## config.mk

```make
export PLATFORM = sky130hd
export DESIGN_NAME = pipe_cla_addsub
export DESIGN_NICKNAME = d
export VERILOG_FILES = /design/src/rtl/alu_pkg.sv /design/src/rtl/cla_slice.sv /design/src/rtl/pipe_cla_addsub.sv
export SDC_FILE = /design/constraint.sdc
export NUM_CORES = 1
export LEC_CHECK = 0
export BUFFER_PORTS_ARGS = -buffer_cell sky130_fd_sc_hd__buf_2
export CAP_MARGIN = 20
export CORE_ASPECT_RATIO = 0.6
export CORE_MARGIN = 1.5
export CORE_UTILIZATION = 59
export CTS_BUF_LIST = sky130_fd_sc_hd__clkbuf_16
export DETAILED_ROUTE_END_ITERATION = 8
export PLACE_DENSITY = 0.81
export SYNTH_ARGS = -nofsm -noshare
export SYNTH_HDL_FRONTEND = slang
export SYNTH_SLANG_ARGS = --single-unit
export TNS_END_PERCENT = 10
```

## constraint.sdc

```tcl
create_clock -name clock -period 8.3 [get_ports clock]
set_input_delay 0.83 -clock clock [delete_from_list [all_inputs] [get_ports clock]]
set_output_delay 0.83 -clock clock [all_outputs]
set_load 0.1 [all_outputs]
```

## src/rtl/alu_pkg.sv

```systemverilog
// ----------------------------------------------------------------------------
// alu_pkg : shared ALU widths and add/sub operation encoding.  Rev 1.0
// ----------------------------------------------------------------------------
`default_nettype none

package alu_pkg;

  localparam int ALU_WIDTH_DEFAULT = 32;
  localparam int ALU_BLOCK_DEFAULT = 8;

  typedef enum logic {
    OP_ADD = 1'b0,
    OP_SUB = 1'b1
  } alu_op_e;

endpackage

`default_nettype wire

```

## src/rtl/cla_slice.sv

```systemverilog
// ----------------------------------------------------------------------------
// cla_slice : combinational BLOCK-bit carry-lookahead slice.  Rev 1.0
// ----------------------------------------------------------------------------
`default_nettype none

module cla_slice
  import alu_pkg::*;
#(
  parameter int BLOCK = ALU_BLOCK_DEFAULT
) (
  input  logic [BLOCK-1:0] a,
  input  logic [BLOCK-1:0] b,
  input  logic             cin,
  output logic [BLOCK-1:0] sum,
  output logic             cout,
  output logic             c_msb,
  output logic             zero
);

  logic [BLOCK-1:0] g;
  logic [BLOCK-1:0] p;
  logic [BLOCK:0]   gc;
  logic [BLOCK:0]   c;

  // c[i+1] = OR over every generator at or below bit i (cin counts as the
  // generator at position 0), each ANDed with the propagates above it.
  always_comb begin
    logic term;
    logic acc;
    term = 1'b0;
    acc  = 1'b0;
    g    = a & b;
    p    = a | b;
    gc   = {g, cin};
    c    = '0;
    c[0] = cin;
    for (int i = 0; i < BLOCK; i++) begin
      acc = 1'b0;
      for (int j = 0; j <= i + 1; j++) begin
        term = gc[j];
        for (int k = j; k <= i; k++) begin
          term = term & p[k];
        end
        acc = acc | term;
      end
      c[i+1] = acc;
    end
    sum   = a ^ b ^ c[BLOCK-1:0];
    cout  = c[BLOCK];
    c_msb = c[BLOCK-1];
    zero  = ~|sum;
  end

endmodule

`default_nettype wire

```

## src/rtl/pipe_cla_addsub.sv

```systemverilog
// ----------------------------------------------------------------------------
// pipe_cla_addsub : pipelined carry-lookahead add/sub, one slice per stage.  Rev 1.0
// ----------------------------------------------------------------------------
`default_nettype none

module pipe_cla_addsub
  import alu_pkg::*;
#(
  parameter int WIDTH = ALU_WIDTH_DEFAULT,
  parameter int BLOCK = ALU_BLOCK_DEFAULT
) (
  input  logic             clock,
  input  logic             reset,
  input  logic             in_valid,
  output logic             in_ready,
  input  logic [WIDTH-1:0] in_a,
  input  logic [WIDTH-1:0] in_b,
  input  logic             in_cin,
  input  logic             in_sub,
  output logic             out_valid,
  input  logic             out_ready,
  output logic [WIDTH-1:0] out_sum,
  output logic             out_cout,
  output logic             out_ovf,
  output logic             out_zero
);

  localparam int STAGES = WIDTH / BLOCK;

  logic adv;

  // Stage k registers hold the result of slice k; the last stage is the output.
  logic [WIDTH-1:0] r_a    [STAGES];
  logic [WIDTH-1:0] r_b    [STAGES];
  logic [WIDTH-1:0] r_sum  [STAGES];
  logic             r_vld  [STAGES];
  logic             r_cy   [STAGES];
  logic             r_zero [STAGES];
  logic             r_ovf;

  logic [WIDTH-1:0] w_opa    [STAGES];
  logic [WIDTH-1:0] w_opb    [STAGES];
  logic [WIDTH-1:0] w_sum_in [STAGES];
  logic             w_cin    [STAGES];
  logic             w_zin    [STAGES];
  logic             w_vin    [STAGES];

  logic [BLOCK-1:0] w_slsum   [STAGES];
  logic             w_slcout  [STAGES];
  logic             w_slcmsb  [STAGES];
  logic             w_slzero  [STAGES];

  assign adv      = !out_valid || out_ready;
  assign in_ready = adv;

  for (genvar k = 0; k < STAGES; k++) begin : g_stage
    if (k == 0) begin : g_head
      assign w_opa[k]    = in_a;
      assign w_opb[k]    = (in_sub == OP_SUB) ? ~in_b : in_b;
      assign w_cin[k]    = (in_sub == OP_SUB) ? 1'b1 : in_cin;
      assign w_vin[k]    = in_valid;
      assign w_sum_in[k] = '0;
      assign w_zin[k]    = 1'b1;
    end else begin : g_body
      assign w_opa[k]    = r_a[k-1];
      assign w_opb[k]    = r_b[k-1];
      assign w_cin[k]    = r_cy[k-1];
      assign w_vin[k]    = r_vld[k-1];
      assign w_sum_in[k] = r_sum[k-1];
      assign w_zin[k]    = r_zero[k-1];
    end

    cla_slice #(
      .BLOCK(BLOCK)
    ) u_slice (
      .a     (w_opa[k][BLOCK-1:0]),
      .b     (w_opb[k][BLOCK-1:0]),
      .cin   (w_cin[k]),
      .sum   (w_slsum[k]),
      .cout  (w_slcout[k]),
      .c_msb (w_slcmsb[k]),
      .zero  (w_slzero[k])
    );
  end

  // Operands shift down one slice per stage so every stage reads bits [BLOCK-1:0].
  always_ff @(posedge clock or posedge reset) begin
    if (reset) begin
      for (int k = 0; k < STAGES; k++) begin
        r_vld[k]  <= 1'b0;
        r_a[k]    <= '0;
        r_b[k]    <= '0;
        r_sum[k]  <= '0;
        r_cy[k]   <= 1'b0;
        r_zero[k] <= 1'b0;
      end
      r_ovf <= 1'b0;
    end else if (adv) begin
      for (int k = 0; k < STAGES; k++) begin
        r_vld[k]  <= w_vin[k];
        r_a[k]    <= w_opa[k] >> BLOCK;
        r_b[k]    <= w_opb[k] >> BLOCK;
        r_sum[k]  <= w_sum_in[k] | (WIDTH'(w_slsum[k]) << (k * BLOCK));
        r_cy[k]   <= w_slcout[k];
        r_zero[k] <= w_zin[k] & w_slzero[k];
      end
      r_ovf <= w_slcmsb[STAGES-1] ^ w_slcout[STAGES-1];
    end
  end

  assign out_valid = r_vld[STAGES-1];
  assign out_sum   = r_sum[STAGES-1];
  assign out_cout  = r_cy[STAGES-1];
  assign out_zero  = r_zero[STAGES-1];
  assign out_ovf   = r_ovf;

endmodule

`default_nettype wire

```

**Word-level counts from Yosys, hierarchy flattened**

Cells that the tools add are included.

- Multiplexer cells: 2
- Bitwise operators: 312
- Reduce and logical (&&, ||, !) cells: 10

Operator list:

| operator | number |
|---|---|
| 1-bit AND | 147 |
| 1-bit bitwise OR | 144 |
| 8-bit XOR | 8 |
| 8-bit AND | 4 |
| 32-bit two-way mux | 1 |
| 32-bit inverter | 1 |
| 32-bit by 24-bit bitwise OR with 32-bit output | 1 |
| 32-bit bitwise OR | 1 |
| 8-bit bitwise OR | 4 |
| 8-bit OR reduction | 4 |
| 8-bit by 16-bit bitwise OR with 16-bit output | 1 |
| 1-bit logical NOT | 5 |
| 1-bit logical OR | 1 |
| 1-bit two-way mux | 1 |
| 1-bit XOR | 1 |

- Flip-flop bits (word level): 213
- Input port bits: 70
- Output and inout port bits: 37
- Word-level logic and storage cells: 347

**Logic depth before layout (Yosys ltp)**

Gate-level depths: netlist of the first run.

- Depth in word-level cells: 20
- Depth in mapped cells: 11
- Mapped depth without buffers: 9

**Cells and area by module**

A second synthesis of the first run with hierarchy kept.

- Cells, all modules: 794
- Area total of the unflattened synthesis: 10700.3 µm²

By module, submodules not included:

| module | instances | cells an instance | area an instance (µm²) | sequential area each (µm²) |
|---|---|---|---|---|
| pipe_cla_addsub | 1 | 478 | 8210.4 | 4729.5 |
| cla_slice (g_stage[2].u_slice ...) | 2 | 82 | 648.1 | 0.0 |
| cla_slice (g_stage[0].u_slice) | 1 | 86 | 669.4 | 0.0 |
| cla_slice (g_stage[1].u_slice) | 1 | 66 | 524.3 | 0.0 |

**Least setup slack after synthesis of the first run**

Ideal clock, no wire load.

- Path type: reg2out
- Start: register r_vld, in the netlist out_valid
- End: output in_ready
- Data arrival time: 2621 ps
- Data required time: 7470 ps
- Setup slack: 4849 ps
- Stages on the path, launching flop included: 6
- Buffers on the path: 3
- Cells stage by stage: dfrtp_1 -> nor2b_1 -> clkbuf_1 -> clkinv_1 -> clkbuf_1 -> clkbuf_1

- Word-level cells in the longest chain between the ends: 2

Ends and longest elaborated chain:

| element | RTL line | RTL |
|---|---|---|
| start, declared | pipe_cla_addsub.sv:36 | `logic r_vld [STAGES];` |
| start signal, assigned by index | pipe_cla_addsub.sv:100 | `r_vld[k] <= w_vin[k];` |
| 1-bit logical NOT | pipe_cla_addsub.sv:53 | `assign adv = !out_valid \|\| out_ready;` |
| 1-bit logical OR | pipe_cla_addsub.sv:53 |  |
| end, declared | pipe_cla_addsub.sv:15 | `output logic in_ready,` |

No other way between the ends.

**Worst setup path in the final report of the first run**

- Start: input out_ready
- End: register r_zero[1] (netlist bit)

- Word-level cells in the longest chain between the ends: 1

Ends and longest elaborated chain:

| element | RTL line | RTL |
|---|---|---|
| start, declared | pipe_cla_addsub.sv:21 | `input logic out_ready,` |
| 1-bit logical OR | pipe_cla_addsub.sv:53 |  |
| end signal, assigned by index | pipe_cla_addsub.sv:105 | `r_zero[k] <= w_zin[k] & w_slzero[k];` |
| end, declared | pipe_cla_addsub.sv:38 | `logic r_zero [STAGES];` |

No other way between the ends.
A chain may end at the register's enable or synchronous reset.

==> impl_metrics.json, run 1 <==
{
  "r2r.worst_path.cells": 9,
  "clk_latency_ns": 0.43,
  "syn_inst": 1030,
  "final_layout_size_suffix_gt1_share_pct": 14.6,
  "cts_tree": "yes",
  "power_mw": 4.53,
  "root_buffer": "clkbuf_16",
  "fin_skew_ns": 0.0104,
  "fillers": 1220,
  "slew_headroom_pct": 31.8,
  "irDropWorstVdd_v": 0.000424,
  "syn_area_per_cell_um2": 9.13,
  "synth_area_leader_cell": "dfrtp_1",
  "finalSetupViolCount": 0,
  "synth.top_cell.area_share_pct": 50.3,
  "utilization_pct": 67.6,
  "synth_flop_cell": "dfrtp_1",
  "yosysSeqAreaShare_pct": 50.3,
  "n_antenna_cell": 0,
  "cp_max_fo": 102,
  "setup_ws_ns": 4.60,
  "maxCapViolations": 0,
  "grt_pass1_wl_um": 31700,
  "chipWidth_um": 166,
  "dieArea_um2": 16700,
  "drc": 0,
  "synth_compound_area_share_pct": 9.10,
  "start_kind": "primary input",
  "timing.critical_path.mode_cell": "buf_4",
  "post_synth_num_cell_types": 43,
  "crit_path_end_kind": "flop",
  "status": "completed",
  "cts_resized": 0,
  "num_rows": 35,
  "slowest_delay_ns": 0.83,
  "crit_chain": "buf_2 > nor2b_4 > buf_4 > inv_6 > buf_4 > buf_4 > nand4b_1 > a21oi_1 > nand4_1 > o31ai_1",
  "crit_path_top_delay_cell": "buf_4",
  "fmax_ghz": 0.270,
  "clkSinkCount": 189,
  "area_growth_pct": 11.2,
  "tightest_slew_ns": 1.01,
  "wirelength_um": 19100,
  "grt_pass1_vias": 6271,
  "synth_nets": 1168,
  "ys_ff_latch": 189,
  "syn_area_um2": 9410,
  "synthArstFlopShare_pct": 100,
  "period_needed_ns": 3.70,
  "fin_setup_tns_ns": 0,
  "synth_most_common_cell": "nand2_1",
  "port_buffers": 106,
  "synth_top_family_by_area": "simple AND/OR/NAND/NOR gates",
  "start_util_pct": 60.9,
  "synthAdderAreaFrac_pct": 9.36,
  "crit_type": "in2reg",
  "die_h_um": 101,
  "min_period_over_period_pct": 44.6,
  "routed_via_density": 5.14,
  "cts_buffers": 17,
  "synth-simple-area-share_pct": 16.9,
  "hold_depth": 2,
  "wl_per_cell_um": 14.7,
  "final_nets": 1222,
  "drt_iter0_drc": 552,
  "worstPathRequired_ns": 8.64,
  "pre_cts_slack_ns": 4.23,
  "ant_nets": 0,
  "slew_violations": 0,
  "hold_buffers": 0,
  "track_usage_pct": 24.2,
  "grt_remaining_overflow": 0,
  "antenna_found_initial": 0,
  "finalHoldViolCount": 0,
  "leakage_nw": 5.44,
  "hpwl_um": 12800,
  "rsz0062_at_grt": "false",
  "num_vias": 6683,
  "cts_max_path_buffers": 2,
  "synth_edf_count": 0,
  "netlist_top_cells_count": "nand2_1, dfrtp_1, inv_1",
  "pin_count": 107,
  "synth_area_leaders": "dfrtp_1, nand2_1, ha_1",
  "cts.clk_slew.worst_paths_ns": 0.07,
  "grt_max_degree": 114,
  "dr.pass1.iters": 5,
  "synth_mux_area_share_pct": 1.18,
  "cts_setup_buffers": 0,
  "crit_arrival_ns": 4.04,
  "gp_congestion": 0.870,
  "core-area_um2": 15500,
  "fin_hold_ws_ns": 0.464,
  "hold_path_class": "reg2reg",
  "powerDensity_nw_per_um2": 433,
  "yosys_warnings": 0,
  "synth_xor_area_share_pct": 5.40,
  "htreeDepth": 4
}
## through the flow
stage               cells  cell area [um2]
floorplan            1030             9410
global placement     1268             9840
detailed placement   1268             9840
CTS                  1300            10500
global route         1300            10500
finish               1300            10500
## cells in the final DEF, fill, tap and decap left out, types with 3 or more instances in the layout
master	netlist	layout
buf_2	0	106
a21oi_1	25	25
mux2_2	8	8
fa_1	4	4
nor3_1	3	3
clkbuf_16	0	17
nand2_1	349	349
a22o_1	3	3
or3_1	3	3
a221oi_1	5	5
o21bai_1	5	5
dfrtp_1	189	189
o31ai_1	8	8
nand3_1	5	5
inv_1	84	83
nand4b_1	3	3
xnor2_1	27	27
nor2_1	24	24
ha_1	64	64
xor2_1	31	31
inv_6	0	9
clkinv_8	0	3
buf_4	32	5
nand2b_1	8	8
o21ai_0	78	78
## report_power, final
| part | total [mW] | internal [mW] | switching [mW] |
|---|---|---|---|
| Sequential | 1.58 | 1.33 | 0.248 |
| Combinational | 2.11 | 0.581 | 1.53 |
| Clock | 0.850 | 0.461 | 0.389 |
## state kept, by name, summed over array words and instances, names as in the netlist
signal / cells
out_ovf: 1
out_valid: 1
out_sum: 32
out_zero: 1
r_cy: 3
r_vld: 3
r_a: 48
r_b: 48
out_cout: 1
r_sum: 48
r_zero: 3
## worst max-delay path, delay by kind of cell
kind                   cells  cell delay, ns
buffers and inverters      5            2.32
AOI/OAI and AO/OA          2            0.45
and+or+nand+nor            3            0.37
## layout make-up
| cell class | instances | area (um2) | area share, % |
|---|---|---|---|
| Sequential cell | 189 | 4730 | 45.2 |
| Multi-Input combinational cell | 680 | 3950 | 37.8 |
| Timing Repair Buffer | 111 | 568 | 5.43 |
| Clock buffer | 17 | 425 | 4.07 |
| Inverter | 85 | 332 | 3.17 |
| Tap cell | 203 | 254 | 2.43 |
| Clock inverter | 15 | 195 | 1.87 |
## layer usage
metal  routed length, um  GRT usage [%]  vias up
met5                   0              0        -
met4                 176           6.79        0
met3                 963           4.04       18
met2                7760           34.2      171
met1               10200           38.2     3165
li1                    -              -     3329
## kinds of logic (layout without fill, tap and decap cells)
logic type | count (synthesis) | after routing
flip-flops | 189 | 189
multiplexers | 10 | 10
XOR/XNOR | 58 | 58
AND/OR/NAND/NOR | 403 | 403
AO/OA/AOI/OAI | 141 | 141
buffers and inverters | 161 | 228
adder cells (fa/ha/maj) | 68 | 68
## path summary, 6_finish.rpt
| path | start | endpoint | slack [ns] |
|---|---|---|---|
| setup / recovery | out_ready | r_zero[1] | 4.60 |
| hold / removal | out_sum[26] | out_sum[26] | 0.46 |
| setup reg to reg | out_valid | r_zero[1] | 4.64 |
| hold reg to reg | out_sum[26] | out_sum[26] | 0.46 |
| max in group asynchronous | reset | r_a[102] | 6.23 |
| min in group asynchronous | reset | r_a[118] | 0.55 |
No activity file was read; power rests on OpenSTA's default activity.
==> inputs of run 2 (changes only) <==
==> constraint.sdc (replaced) <==
create_clock -name clock -period 3.7 [get_ports clock]
set_input_delay 0.37 -clock clock [delete_from_list [all_inputs] [get_ports clock]]
set_output_delay 0.37 -clock clock [all_outputs]
set_load 0.1 [all_outputs]
==> impl_metrics.json, run 2 (synthesized netlist as in run 1, its figures left out) <==
{
  "crit_path_end_kind": "flop",
  "rr_endpoint": "out_sum[30]",
  "grt_pass1_wl_um": 31400,
  "wirelength_um": 18900,
  "hpwl_um": 12800,
  "dr.pass1.iters": 5,
  "start_util_pct": 60.9,
  "grt_remaining_overflow": 0,
  "crit_arrival_ns": 2.82,
  "cts_max_path_buffers": 2,
  "ant_nets": 0,
  "routed_via_density": 5.15,
  "clkSinkCount": 189,
  "gp_congestion": 0.880,
  "r2r.worst_path.cells": 8,
  "n_antenna_cell": 0,
  "fin_skew_ns": 0.0128,
  "cts_buffers": 17,
  "final_cell_mix": "nand2_1, dfrtp_1, buf_2",
  "status": "completed",
  "p_seq_share_pct": 34.9,
  "root_buffer": "clkbuf_16",
  "setup_ws_ns": 1.20,
  "finalHoldViolCount": 0,
  "chipWidth_um": 166,
  "wl_per_cell_um": 14.5,
  "p_sw_share_pct": 47.9,
  "pre_cts_slack_ns": 1.10,
  "p_sw_mw": 4.83,
  "area_growth_pct": 11.1,
  "dieArea_um2": 16700,
  "fmax_ghz": 0.401,
  "die_h_um": 101,
  "fin_setup_tns_ns": 0,
  "port_buffers": 106,
  "fin_hold_ws_ns": 0.0176,
  "hold_buffers": 0,
  "r2r_start": "r_b[32]",
  "reg.largest.list": "r_a x48, r_b x48, r_sum x48",
  "rsz0062_at_grt": "false",
  "layout.cells.non_filler": 1302,
  "pin_count": 107,
  "htreeDepth": 4,
  "core-area_um2": 15500,
  "final_area_um2": 10500,
  "leakage_nw": 5.43,
  "clk_latency_ns": 0.43,
  "worstPathRequired_ns": 4.02,
  "reg2reg_setup_slack_ns": 1.20,
  "final_layout_size_suffix_gt1_share_pct": 14.7,
  "num_vias": 6700,
  "p_clk_share_pct": 18.1,
  "slew_headroom_pct": 30.8,
  "cp_max_fo": 3,
  "maxCapViolations": 0,
  "cts_setup_buffers": 0,
  "cts.clk_slew.worst_paths_ns": 0.08,
  "hold_path_class": "in2async",
  "p_int_mw": 5.25,
  "antenna_found_initial": 0,
  "track_usage_pct": 23.9,
  "finalSetupViolCount": 0,
  "cts_tree": "yes",
  "irDropWorstVdd_v": 0.00117,
  "final_common_cell": "nand2_1",
  "comb_power_share_pct": 47.0,
  "slew_violations": 0,
  "post-place-cells": 1270,
  "cts_resized": 0,
  "min_period_over_period_pct": 67.5,
  "utilization_pct": 67.6,
  "place_area_um2": 9860,
  "drc": 0,
  "final_nets": 1224,
  "num_rows": 35,
  "grt_max_degree": 115,
  "grt_pass1_vias": 6268,
  "tightest_slew_ns": 1.02,
  "power_mw": 10.1,
  "start_kind": "flop",
  "drt_iter0_drc": 574,
  "crit_type": "reg2reg",
  "period_needed_ns": 2.50,
  "powerDensity_nw_per_um2": 965
}
## run 2: cell type report
type                            count  area [um2]
Multi-Input combinational cell    680        3950
Tap cell                          203         254
Timing Repair Buffer              113         596
Clock inverter                     15         166
Sequential cell                   189        4730
Inverter                           85         328
Fill cell                        1227        5010
Clock buffer                       17         425
## run 2: worst max path at each step
stage / start / endpoint / slack [ns]
after floorplan: out_valid / in_ready / 0.71
final: r_b[32] / out_sum[30] / 1.20
after CTS: out_valid / in_ready / 1.29
after global placement: in_sub / r_sum[103] / 1.17
after detailed placement: in_sub / r_sum[103] / 1.10
after global routing: r_b[32] / out_zero / 1.02
## run 2: power groups by stage
stage	Combinational [mW]	Sequential [mW]	Clock (mW)
2_1_floorplan	3.91	3.48	0
6_report	4.74	3.52	1.83
3_5_place_dp	4.65	3.53	0
5_1_grt	5.15	3.62	1.94
4_1_cts	4.74	3.51	1.86
3_3_place_gp	4.53	3.48	0
## run 2: metal layers
layer  vias up  routed length (um)  track usage [%]
li1       3331                   -                -
met1      3166                9950             37.2
met2       178                7790             33.7
met3        25                 949             5.10
met4         0                 240             6.65
met5         -                   0                0
## run 2: critical path: stages, from the launching register on
cell and delay, ns:
dfrtp_1 0.43, inv_1 0.10, ha_1 0.13, nand2b_1 0.13, a221oi_1 0.10, o41ai_1 0.84, o21bai_1 0.18, xor2_1 0.20
mux2_2 0.27
==> inputs of run 3 (changes only) <==
--- a/config.mk
+++ b/config.mk
@@ -5,6 +5,7 @@
 export SDC_FILE = /design/constraint.sdc
 export NUM_CORES = 1
 export LEC_CHECK = 0
+export ABC_AREA = 1
 export BUFFER_PORTS_ARGS = -buffer_cell sky130_fd_sc_hd__buf_2
 export CAP_MARGIN = 20
 export CORE_ASPECT_RATIO = 0.6
==> constraint.sdc (replaced) <==
create_clock -name clock -period 2.3 [get_ports clock]
set_input_delay 0.23 -clock clock [delete_from_list [all_inputs] [get_ports clock]]
set_output_delay 0.23 -clock clock [all_outputs]
set_load 0.1 [all_outputs]
==> impl_metrics.json, run 3 <==
{
  "crit_type": "reg2reg",
  "grt_remaining_overflow": 0,
  "netlist_top_cells_count": "nand2_1, dfrtp_1, inv_1",
  "drt_iter0_drc": 572,
  "ys_ff_latch": 189,
  "power_mw": 16.5,
  "synth_flop_cell": "dfrtp_1",
  "clk_latency_ns": 0.44,
  "pre_cts_slack_ns": 0.143,
  "post-place-cells": 1442,
  "r2r.worst_path.cells": 15,
  "leakage_nw": 5.75,
  "synth_area_leaders": "dfrtp_1, nand2_1, ha_1",
  "fin_hold_ws_ns": 0.0165,
  "yosysSeqAreaShare_pct": 48.1,
  "rr_endpoint": "out_zero",
  "start_util_pct": 60.5,
  "synthArstFlopShare_pct": 100,
  "grt_pass1_vias": 6898,
  "final_layout_size_suffix_gt1_share_pct": 12.9,
  "track_usage_pct": 25.5,
  "dieArea_um2": 17500,
  "min_from": "in_a[10]",
  "fin_skew_ns": 0.00666,
  "wl_per_cell_um": 13.8,
  "port_buffers": 106,
  "post_synth_num_cell_types": 32,
  "num_rows": 36,
  "place_area_um2": 10400,
  "cp_max_fo": 3,
  "die_h_um": 103,
  "cts_tree": "yes",
  "fmax_ghz": 0.501,
  "syn_area_per_cell_um2": 8.39,
  "hold_path_class": "in2reg",
  "hold-path-endpoint": "r_a[98]",
  "slew_headroom_pct": 66.7,
  "core-area_um2": 16300,
  "n_antenna_cell": 0,
  "area_growth_pct": 12.3,
  "final_cell_mix": "nand2_1, dfrtp_1, inv_1",
  "pin_count": 107,
  "synth_area_leader_cell": "dfrtp_1",
  "hold_depth": 3,
  "drc": 0,
  "synth.top_cell.area_share_pct": 48.1,
  "yosys_warnings": 0,
  "powerDensity_nw_per_um2": 1490,
  "r2r_start": "r_b[32]",
  "syn_area_um2": 9840,
  "syn_inst": 1173,
  "finalHoldViolCount": 0,
  "grt_pass1_wl_um": 34400,
  "wirelength_um": 20600,
  "grt_max_degree": 120,
  "reg.largest.list": "r_a x48, r_b x48, r_sum x48",
  "synth_nets": 1311,
  "crit_path_start": "r_b[32]",
  "tightest_slew_ns": 0.500,
  "min_period_over_period_pct": 86.8,
  "irDropWorstVdd_v": 0.000683,
  "chipWidth_um": 170,
  "fin_setup_tns_ns": 0,
  "gp_congestion": 0.894,
  "hpwl_um": 14500,
  "ant_nets": 0,
  "final_area_um2": 11100,
  "num_vias": 7395,
  "final_nets": 1383,
  "status": "completed",
  "finalSetupViolCount": 0,
  "cts_resized": 0,
  "htreeDepth": 4,
  "antenna_found_initial": 0,
  "synth_edf_count": 0,
  "start_kind": "flop",
  "period_needed_ns": 2.00,
  "rsz0062_at_grt": "false",
  "reg2reg_setup_slack_ns": 0.30,
  "cts_max_path_buffers": 2,
  "dr.pass1.iters": 6,
  "synth_most_common_cell": "nand2_1",
  "crit_path_end_kind": "flop",
  "layout.cells.non_filler": 1486,
  "routed_via_density": 4.98,
  "maxCapViolations": 0,
  "cts_buffers": 17,
  "root_buffer": "clkbuf_16",
  "clkSinkCount": 189,
  "crit_arrival_ns": 2.32,
  "slew_violations": 0,
  "worstPathRequired_ns": 2.63,
  "setup_ws_ns": 0.303,
  "final_common_cell": "nand2_1",
  "utilization_pct": 68.0,
  "cts.clk_slew.worst_paths_ns": 0.07
}
-- run 3: cell count changes after synthesis, sizes merged, moves of 10 or more --
cell / before / now
buf: 33 / 43
a21oi: 25 / 13
nor2: 24 / 53
inv: 84 / 164
nand3: 5 / 47
o21ai: 78 / 141
nand2: 349 / 322
o31ai: 10 / 0
clkbuf: 43 / 33
xor2: 31 / 12
nand4: 2 / 27
-- run 3: what timing repair did --
action / 4_1_cts / 5_1_grt
hold buffers: 12 / 0
hold endpoints to repair: 18 / 0
setup buffers: 0 / 0
-- run 3: report_power, final --
part | switching [mW] | leakage, nW | internal [mW]
clock network | 1.33 | 0.275 | 1.51
registers | 0.836 | 2.29 | 4.78
logic | 5.93 | 3.18 | 2.12
total | 8.09 | 5.75 | 8.41
-- run 3: routing by layer --
metal / GRT usage [%] / vias to the layer above / wire, um
met3: 6.60 / 14 / 1460
li1: - / 3767 / -
met1: 39.8 / 3369 / 10900
met4: 5.85 / 0 / 143
met5: 0 / - / 0
met2: 35.3 / 245 / 8130
-- run 3: critical path, cell delays in order, from the launching register on --
cell and delay (ns):
dfrtp_1 0.42, inv_1 0.10, ha_1 0.18, inv_1 0.05
nand3_1 0.09, nand3_1 0.11, a21oi_1 0.32, o21ai_0 0.17
nand2_1 0.10, nand2_1 0.05, nand2_1 0.05, nand2_1 0.05
nand2_1 0.06, nor2_1 0.04, nand2_1 0.05, nand2_1 0.04
-- run 3: area by class of cell --
cell class                 count  area (um2)
clock buffer                  17         425
clock inverter                15         135
fill                        1309        5200
inverter                     168         637
multi-input combinational    740        4060
sequential                   189        4730
tap                          228         285
timing repair buffer         129         783
-- run 3: kinds of logic after synthesis --
group / Yosys count / synth area share, %
adder cells (fa/ha/maj): 68 / 8.95
XOR/XNOR: 47 / 4.18
flip-flops: 189 / 48.1
buffers and inverters: 244 / 10.7
AND/OR/NAND/NOR: 464 / 19.6
AO/OA/AOI/OAI: 161 / 8.43
-- run 3: how the worst max path moves through the flow --
| stage | endpoint | depth (start not counted) | slack (ns) |
|---|---|---|---|
| global route | out_zero | 15 | 0.06 |
| detailed placement | r_zero[3] | 16 | 0.14 |
| floorplan | out_cout | 1 | -0.36 |
| global placement | r_zero[3] | 16 | 0.22 |
| CTS | out_zero | 15 | 0.32 |
| finish | out_zero | 15 | 0.30 |
